<file path="config.mk">
export PLATFORM = sky130hd
export DESIGN_NAME = crc32_byte_update
export DESIGN_NICKNAME = d
export VERILOG_FILES = /design/src/rtl/gmii_checker_pkg.sv /design/src/rtl/crc32_byte_update.sv
export SDC_FILE = /design/constraint.sdc
export NUM_CORES = 1
export LEC_CHECK = 0
export CORE_ASPECT_RATIO = 1.4
export CORE_MARGIN = 1.5
export CORE_UTILIZATION = 30
export DETAILED_ROUTE_END_ITERATION = 7
export PLACE_DENSITY = 0.78
export SYNTH_ARGS = -nofsm -noshare
export SYNTH_HDL_FRONTEND = slang
export SYNTH_SLANG_ARGS = --single-unit
</file>
<file path="constraint.sdc">
create_clock -name vclk -period 2.7
set_clock_uncertainty 0.15 [all_clocks]
set_input_delay 0.675 -clock vclk [all_inputs]
set_output_delay 0.675 -clock vclk [all_outputs]
set_load 0.02 [all_outputs]
</file>
<file path="src/rtl/gmii_checker_pkg.sv">
// rtl/gmii_checker_pkg.sv - shared types and constants for the GMII receive frame checker
package gmii_checker_pkg;

  typedef enum logic [2:0] {
    FS_GOOD     = 3'd0,
    FS_BAD_FCS  = 3'd1,
    FS_RUNT     = 3'd2,
    FS_OVERSIZE = 3'd3,
    FS_ERROR    = 3'd4
  } frame_status_e;

  typedef enum logic [1:0] {
    ST_IDLE,
    ST_PREAMBLE,
    ST_DATA,
    ST_DROP
  } state_e;

  localparam int          NUM_CLASSES   = 5;
  localparam logic [31:0] CRC_INIT      = 32'hFFFF_FFFF;
  localparam logic [31:0] CRC_POLY      = 32'hEDB8_8320;
  localparam logic [31:0] CRC_RESIDUE   = 32'hDEBB_20E3;
  localparam logic [7:0]  PREAMBLE_BYTE = 8'h55;
  localparam logic [7:0]  SFD_BYTE      = 8'hD5;

endpackage

</file>
<file path="src/rtl/crc32_byte_update.sv">
// rtl/crc32_byte_update.sv - combinational reflected CRC-32 update by one byte, LSB first
module crc32_byte_update
  import gmii_checker_pkg::*;
(
  input  logic [31:0] crc_in,
  input  logic [7:0]  data_in,
  output logic [31:0] crc_out
);

  logic [31:0] c;

  always_comb begin
    c = crc_in;
    for (int i = 0; i < 8; i++) begin
      c = {1'b0, c[31:1]} ^ (CRC_POLY & {32{c[0] ^ data_in[i]}});
    end
    crc_out = c;
  end

endmodule

</file>
==> results.sh, run 1 <==
export IMPL_status="finished, violations left"
export IMPL_violations="setup timing"
export IMPL_die_h_um=70.3
export IMPL_min_period_ns=2.94
export IMPL_place_congestion=0.742
export IMPL_firstDrtPassIters=4
export IMPL_dp_hpwl_um=2530
export IMPL_tns_ns=-1.43
export IMPL_num_antenna_cells=0
export IMPL_gr_usage_met1_pct=21.0
export IMPL_synth_top_area_share_pct=27.1
export IMPL_pwr_density_cell_mw_per_mm2=657
export IMPL_grt_pass1_vias=1078
export IMPL_fill_cells=181
export IMPL_dieWidth_um=51.1
export IMPL_power_leakage_nw=1.19
export IMPL_arrival_ns=2.11
export IMPL_min_path_type="primary input to primary output"
export IMPL_layout_nets=229
export IMPL_start_util_pct=31.4
export IMPL_placed_area_mm2=0.00199
export IMPL_synthToLayoutAreaGrowth_pct=151
export IMPL_relSlewSlack_pct=80.6
export IMPL_worst_slew_pin_slew_ns=0.289
export IMPL_finish_utilization_pct=78.8
export IMPL_hold_viol=0
export IMPL_criticalPathCategory="primary input to primary output"
export IMPL_antenna_found_initial=0
export IMPL_synth_fp_nets=106
export IMPL_io_pins=72
export IMPL_worst_path_max_fanout=3
export IMPL_core_area_mm2=0.00309
export IMPL_finalPower_mw=1.60
export IMPL_rows=24
export IMPL_ys_seq_area_share_pct=0
export IMPL_portBuffers=72
export IMPL_fin_ws_ns=-0.238
export IMPL_required_ns=1.88
export IMPL_start_kind="primary input"
export IMPL_dieArea_mm2=0.00359
export IMPL_yosysWarnings=0
export IMPL_avgSynthCellArea_um2=14.7
export IMPL_grt_usage_pct=20.2
export IMPL_grt_pass1_wl_um=5390
export IMPL_ir_drop_mv=0.536
export IMPL_clkbuf_count=0
export IMPL_drcViolationCount=0
export IMPL_routed_wl_um=3780
export IMPL_use_met2_pct=43.1
export IMPL_drt_first_iter_violations=10
export IMPL_grt_setup_unrepaired="true"
export IMPL_final_antenna_net_count=0
export IMPL_seq_cell_count=0
export IMPL_yosysTopAreaCell="xnor2_1"
export IMPL_synth_common_cells="30 x xnor2_1, 9 x xor2_1, 8 x xnor3_1"
export IMPL_drv_slew=0
export IMPL_layout_drive_gt1_share_pct=70.6
export IMPL_vias=940
export IMPL_yosysMostFrequentCell="xnor2_1"
export IMPL_synth_cell_types=11
export IMPL_finalCritPeriodShare_pct=109
export IMPL_top_usage_layer="met2"
export IMPL_wl_per_cell_um=16.7
export IMPL_synthTopCellsByArea="xnor2_1 27%, xnor3_1 19%, xnor2_4 17%"
export IMPL_grt_max_degree=6
export IMPL_grt_overflow_total=0
export IMPL_fmax_mhz=340
export IMPL_post_drt_via_cell_ratio=4.16
export IMPL_dp_cells=205
export IMPL_regArea_um2=0
export IMPL_final_instance_count_excl_fill=226
export IMPL_synth_area_um2=970
export IMPL_cp_end_kind="primary output"
export IMPL_grt_util_met3_pct=0.214
export IMPL_setup_violations=16
export IMPL_multi_input_area_mm2=0.00120
export IMPL_stdcell_area_mm2=0.00244
export IMPL_synthCells=66
export IMPL_max_cap_viol_count=0
-- metrics by stage --
step	hold slack (ns)	setup slack, ns
2_1_floorplan	1.33	-0.0266
3_3_place_gp	2.26	-1.04
3_5_place_dp	2.26	-1.11
4_1_cts	1.77	-0.239
5_1_grt	1.90	-0.263
6_report	1.88	-0.238
-- path summary, 6_finish.rpt --
| path | start | endpoint | depth (start not counted) |
|---|---|---|---|
| worst max-delay path | crc_in[7] | crc_out[21] | 7 |
| worst min-delay path | crc_in[15] | crc_out[7] | 3 |
-- power breakdown --
group	switching [mW]	total (mW)	internal (mW)
registers	0	0	0
clock network	0	0	0
logic	0.686	1.60	0.914
-- kinds of logic (layout without fill, tap and decap cells) --
family	count (synthesis)	after routing	synth area share, %
buffers and inverters	1	122	0.387
XOR/XNOR	65	65	99.6
-- final cells by class --
type	instances	share of cell area, %
repair buffers	121	48.6
well taps	39	2.00
multi-input cells	65	49.3
inverters	1	0.154
-- routing by layer --
layer  vias to the layer above  part of all wire (%)  wire [um]
met5                         -                     0          0
met4                         0                  0.77         29
met3                         2                   2.2         83
met2                        29                    65       2460
met1                       455                    32       1200
li1                        454                     -          -
-- cell usage in the layout (no fill, tap or decap), types with 3 or more instances in the layout --
master / count
xor3_2: 3
xnor3_2: 5
buf_2: 9
xor3_4: 4
xnor2_4: 13
dlygate4sd2_1: 5
xnor2_1: 15
xor2_1: 7
buf_8: 8
buf_6: 41
clkdlybuf4s50_1: 22
buf_4: 33
xnor3_1: 5
xnor2_2: 10
-- worst max-delay path, cell delays in order --
cell and delay (ns):
buf_8 0.10, xnor2_4 0.16, xor3_2 0.53, buf_6 0.16
buf_6 0.10, xnor3_2 0.24, buf_6 0.15
-- what timing repair did --
item                                   4_1_cts  5_1_grt
hold buffers                                 0        0
endpoints found under the hold margin        0        0
pin swaps                                   27       27
resized for setup                          271       34
setup endpoints to repair                   32       25
buffers inserted                            18        5
Note: power is estimated with default switching activity, not from simulation.
==> run 2: changes to the inputs <==
Settings changed: RECOVER_POWER set to 25, SLEW_MARGIN set to 10.
==> run 2 against run 1 <==
  * The run still ends with setup timing left
  * Core utilization down 0.12 points
  * Final area decreased by 0.15%
  * Combinational power about the same
  * Final cell count unchanged
  * Highest routed layer unchanged
  * Global-route usage unchanged
  * Clock-buffer cell count unchanged
  * Routed wire length about the same
  * Critical path depth did not move
  * Non-clock buffer count unchanged
  * Power is 0.11% lower
==> results.sh, run 2 (synthesis gave the netlist of run 1 again) <==
export IMPL_post_drt_via_cell_ratio=4.18
export IMPL_p_sw_uw=686
export IMPL_path_cells="buf_8 -> xnor2_4 -> xor3_2 -> buf_6 -> buf_6 -> xnor3_2 -> buf_6"
export IMPL_grt_pass1_wl_um=5390
export IMPL_grt_overflow_total=0
export IMPL_power_leakage_nw=1.19
export IMPL_multi_input_area_mm2=0.00120
export IMPL_num_antenna_cells=0
export IMPL_rows=24
export IMPL_grt_util_met3_pct=0.214
export IMPL_min_path_type="primary input to primary output"
export IMPL_place_congestion=0.742
export IMPL_fill_cells=183
export IMPL_min_path_cells=3
export IMPL_synthToLayoutAreaGrowth_pct=151
export IMPL_pwr_share_comb_pct=100.0
export IMPL_pwr_density_cell_mw_per_mm2=657
export IMPL_min_period_ns=2.94
export IMPL_top_usage_layer="met2"
export IMPL_critPathMaxStageDelay_ns=0.53
export IMPL_placed_area_mm2=0.00199
export IMPL_dieArea_mm2=0.00359
export IMPL_core_area_mm2=0.00309
export IMPL_ir_drop_mv=0.535
export IMPL_fin_ws_ns=-0.235
export IMPL_final_common_cell="buf_6"
export IMPL_grt_pass1_vias=1078
export IMPL_antenna_found_initial=0
export IMPL_routed_wl_um=3780
export IMPL_drv_slew=0
export IMPL_tns_ns=-1.42
export IMPL_start_kind="primary input"
export IMPL_violations="setup timing"
export IMPL_dieWidth_um=51.1
export IMPL_gr_usage_met1_pct=21.0
export IMPL_required_ns=1.88
export IMPL_seq_cell_count=0
export IMPL_regArea_um2=0
export IMPL_grt_max_degree=6
export IMPL_final_antenna_net_count=0
export IMPL_worst_slew_pin_slew_ns=0.294
export IMPL_max_cap_viol_count=0
export IMPL_dpl_worst_slack_ns=-1.11
export IMPL_finalCritPeriodShare_pct=109
export IMPL_pwr_share_clk_pct=0
export IMPL_stdcell_area_mm2=0.00243
export IMPL_cp_common_cell="buf_6"
export IMPL_hold_viol=0
export IMPL_worst_path_max_fanout=3
export IMPL_cp_num_cells=7
export IMPL_p_seq_share_pct=0
export IMPL_fmax_mhz=341
export IMPL_path_buf_inv=4
export IMPL_finalPower_mw=1.60
export IMPL_drcViolationCount=0
export IMPL_io_pins=72
export IMPL_die_h_um=70.3
export IMPL_cp_end_kind="primary output"
export IMPL_power_share_switching_pct=42.9
export IMPL_relSlewSlack_pct=80.3
export IMPL_dp_hpwl_um=2530
export IMPL_layout_drive_gt1_share_pct=70.1
export IMPL_clkbuf_count=0
export IMPL_vias=945
export IMPL_cellInternalPower_uw=913
export IMPL_start_util_pct=31.4
export IMPL_arrival_ns=2.11
export IMPL_grt_setup_unrepaired="true"
export IMPL_cp_top_family="XOR/XNOR gates"
export IMPL_criticalPathCategory="primary input to primary output"
export IMPL_cts_hold_buf=0
export IMPL_final_cell_mix="41 x buf_6, 32 x buf_4, 21 x clkdlybuf4s50_1"
export IMPL_grt_usage_pct=20.2
export IMPL_use_met2_pct=43.1
export IMPL_drt_first_iter_violations=7
export IMPL_wl_per_cell_um=16.7
export IMPL_layout_nets=229
export IMPL_portBuffers=72
export IMPL_status="finished, violations left"
export IMPL_setup_violations=18
export IMPL_firstDrtPassIters=4
export IMPL_worst_path_max_delay_cell="xor3_2"
[run 2: cell count changes in the layout (fill, tap and decap cells not counted)]
cell | previous run | this run
buf_4 | 33 | 32
clkbuf_1 | 0 | 1
clkdlybuf4s50_1 | 22 | 21
dlygate4sd3_1 | 0 | 1
[run 2: repair_timing]
| item | in CTS | in global routing |
|---|---|---|
| gates cloned | 0 | 0 |
| pin swaps | 27 | 27 |
| endpoints found under the setup margin | 32 | 25 |
| resized for setup | 271 | 34 |
| buffers inserted | 18 | 5 |
[run 2: power groups by stage]
stage | logic (mW) | clock network, mW | registers, mW
global route | 1.66 | 0 | 0
finish | 1.60 | 0 | 0
CTS | 1.51 | 0 | 0
floorplan | 0.735 | 0 | 0
global placement | 1.32 | 0 | 0
detailed placement | 1.35 | 0 | 0
[run 2: through the flow]
step	utilization (%)	hold slack, ns	cells
floorplan	-	1.33	66
global placement	64.4	2.26	205
detailed placement	64.4	2.26	205
CTS	74.0	1.77	222
global route	78.7	1.90	226
finish	78.7	1.88	226
[run 2: metal layers]
metal / routed length, um / vias to the layer above
li1: - / 455
met1: 1180 / 457
met2: 2470 / 31
met3: 96 / 2
met4: 29 / 0
met5: 0 / -
[run 2: worst min-delay path: cells and delay by family]
family | cells | cell delay (ns)
XOR/XNOR | 1 | 0.07
buffers and inverters | 2 | 0.62
[run 2: layout make-up]
cell class | instances | area share (%)
multi-input cells | 65 | 49.4
inverters | 1 | 0.154
repair buffers | 121 | 48.5
well taps | 39 | 2.01
[run 2: final timing paths]
check,from,to
setup / recovery,crc_in[7],crc_out[21]
hold / removal,crc_in[15],crc_out[7]
==> run 3: changes to the inputs <==
Clock period 2.7 ns to 2.8 ns, I/O delays scaled along.
==> run 3 against run 2 <==
  * The run still ends with setup timing left
  * Clock-buffer cell count did not move
  * Sequential cell count stayed put
  * Routed wire length grew 3.3%
  * Core utilization rose by 1.6 points
  * Worst hold slack better by 0.044 ns
==> results.sh, run 3 (synthesis gave the netlist of run 1 again) <==
export IMPL_min_path_type="primary input to primary output"
export IMPL_seq_cell_count=0
export IMPL_dpl_worst_slack_ns=-1.11
export IMPL_cts_hold_buf=0
export IMPL_pwr_density_cell_mw_per_mm2=606
export IMPL_ir_drop_mv=0.440
export IMPL_final_cell_mix="41 x buf_4, 39 x buf_6, 24 x clkdlybuf4s50_1"
export IMPL_portBuffers=72
export IMPL_fmax_mhz=344
export IMPL_dp_hpwl_um=2520
export IMPL_core_area_mm2=0.00309
export IMPL_fin_ws_ns=-0.108
export IMPL_num_antenna_cells=0
export IMPL_worst_path_max_fanout=4
export IMPL_violations="setup timing"
export IMPL_drt_first_iter_violations=12
export IMPL_power_leakage_nw=1.21
export IMPL_final_common_cell="buf_4"
export IMPL_vias=986
export IMPL_tns_ns=-0.665
export IMPL_final_antenna_net_count=0
export IMPL_start_kind="primary input"
export IMPL_criticalPathCategory="primary input to primary output"
export IMPL_rows=24
export IMPL_placed_area_mm2=0.00198
export IMPL_max_cap_viol_count=0
export IMPL_min_period_ns=2.91
export IMPL_cp_end_kind="primary output"
export IMPL_antenna_found_initial=0
export IMPL_grt_usage_pct=20.7
export IMPL_firstDrtPassIters=2
export IMPL_drv_slew=0
export IMPL_clkbuf_count=0
export IMPL_layout_drive_gt1_share_pct=69.1
export IMPL_wl_per_cell_um=16.8
export IMPL_grt_setup_unrepaired="true"
export IMPL_grt_max_degree=6
export IMPL_start_util_pct=31.4
export IMPL_grt_overflow_total=0
export IMPL_status="finished, violations left"
export IMPL_fill_cells=185
export IMPL_finalPower_mw=1.50
export IMPL_finish_utilization_pct=80.3
export IMPL_stdcell_area_mm2=0.00248
export IMPL_synthToLayoutAreaGrowth_pct=156
export IMPL_arrival_ns=2.06
export IMPL_relSlewSlack_pct=78.1
export IMPL_drcViolationCount=0
export IMPL_layout_nets=236
export IMPL_required_ns=1.95
export IMPL_multi_input_area_mm2=0.00117
export IMPL_setup_violations=13
export IMPL_grt_pass1_vias=1130
export IMPL_regArea_um2=0
export IMPL_hold_viol=0
export IMPL_finalCritPeriodShare_pct=104
export IMPL_post_drt_via_cell_ratio=4.23
export IMPL_place_congestion=0.764
export IMPL_dieArea_mm2=0.00359
export IMPL_grt_pass1_wl_um=5540
export IMPL_die_h_um=70.3
export IMPL_dieWidth_um=51.1
export IMPL_worst_slew_pin_slew_ns=0.327
export IMPL_io_pins=72
export IMPL_routed_wl_um=3900
## run 3: layout make-up
type,count,area share (%)
Timing Repair Buffer,128,50.7
Multi-Input combinational cell,65,47.2
Tap cell,39,1.96
Inverter,1,0.151
## run 3: repair_timing
action | 4_1_cts | 5_1_grt
endpoints found under the hold margin | 0 | 0
setup buffers | 23 | 10
gates resized for setup | 249 | 50
pin swaps | 28 | 22
setup endpoints to repair | 32 | 27
## run 3: metal layers
metal / track usage, % / vias to the layer above / part of all wire [%]
li1: - / 472 / -
met5: 0 / - / 0
met1: 18.0 / 471 / 28
met3: 1.71 / 4 / 4.5
met2: 46.5 / 39 / 66
met4: 3.00 / 0 / 1.3
## run 3: worst paths after layout
check | start | endpoint | slack [ns] | cells past startpoint
setup / recovery | data_in[3] | crc_out[26] | -0.11 | 6
hold / removal | data_in[4] | crc_out[28] | 1.93 | 6
## run 3: where the power goes
part	switching [mW]	total, mW	internal, mW
sequential	0	0	0
clock	0	0	0
combinational	0.652	1.50	0.852
## run 3: per-stage QoR
step	hold WS, ns	instances
global route	1.95	233
floorplan	1.38	66
finish	1.93	233
global placement	2.31	204
CTS	1.89	226
detailed placement	2.32	204
## run 3: critical path: stages
cell and delay [ns]:
buf_8 0.10, xnor2_4 0.24, buf_12 0.14, xnor3_1 0.34
xnor3_1 0.38, buf_6 0.15
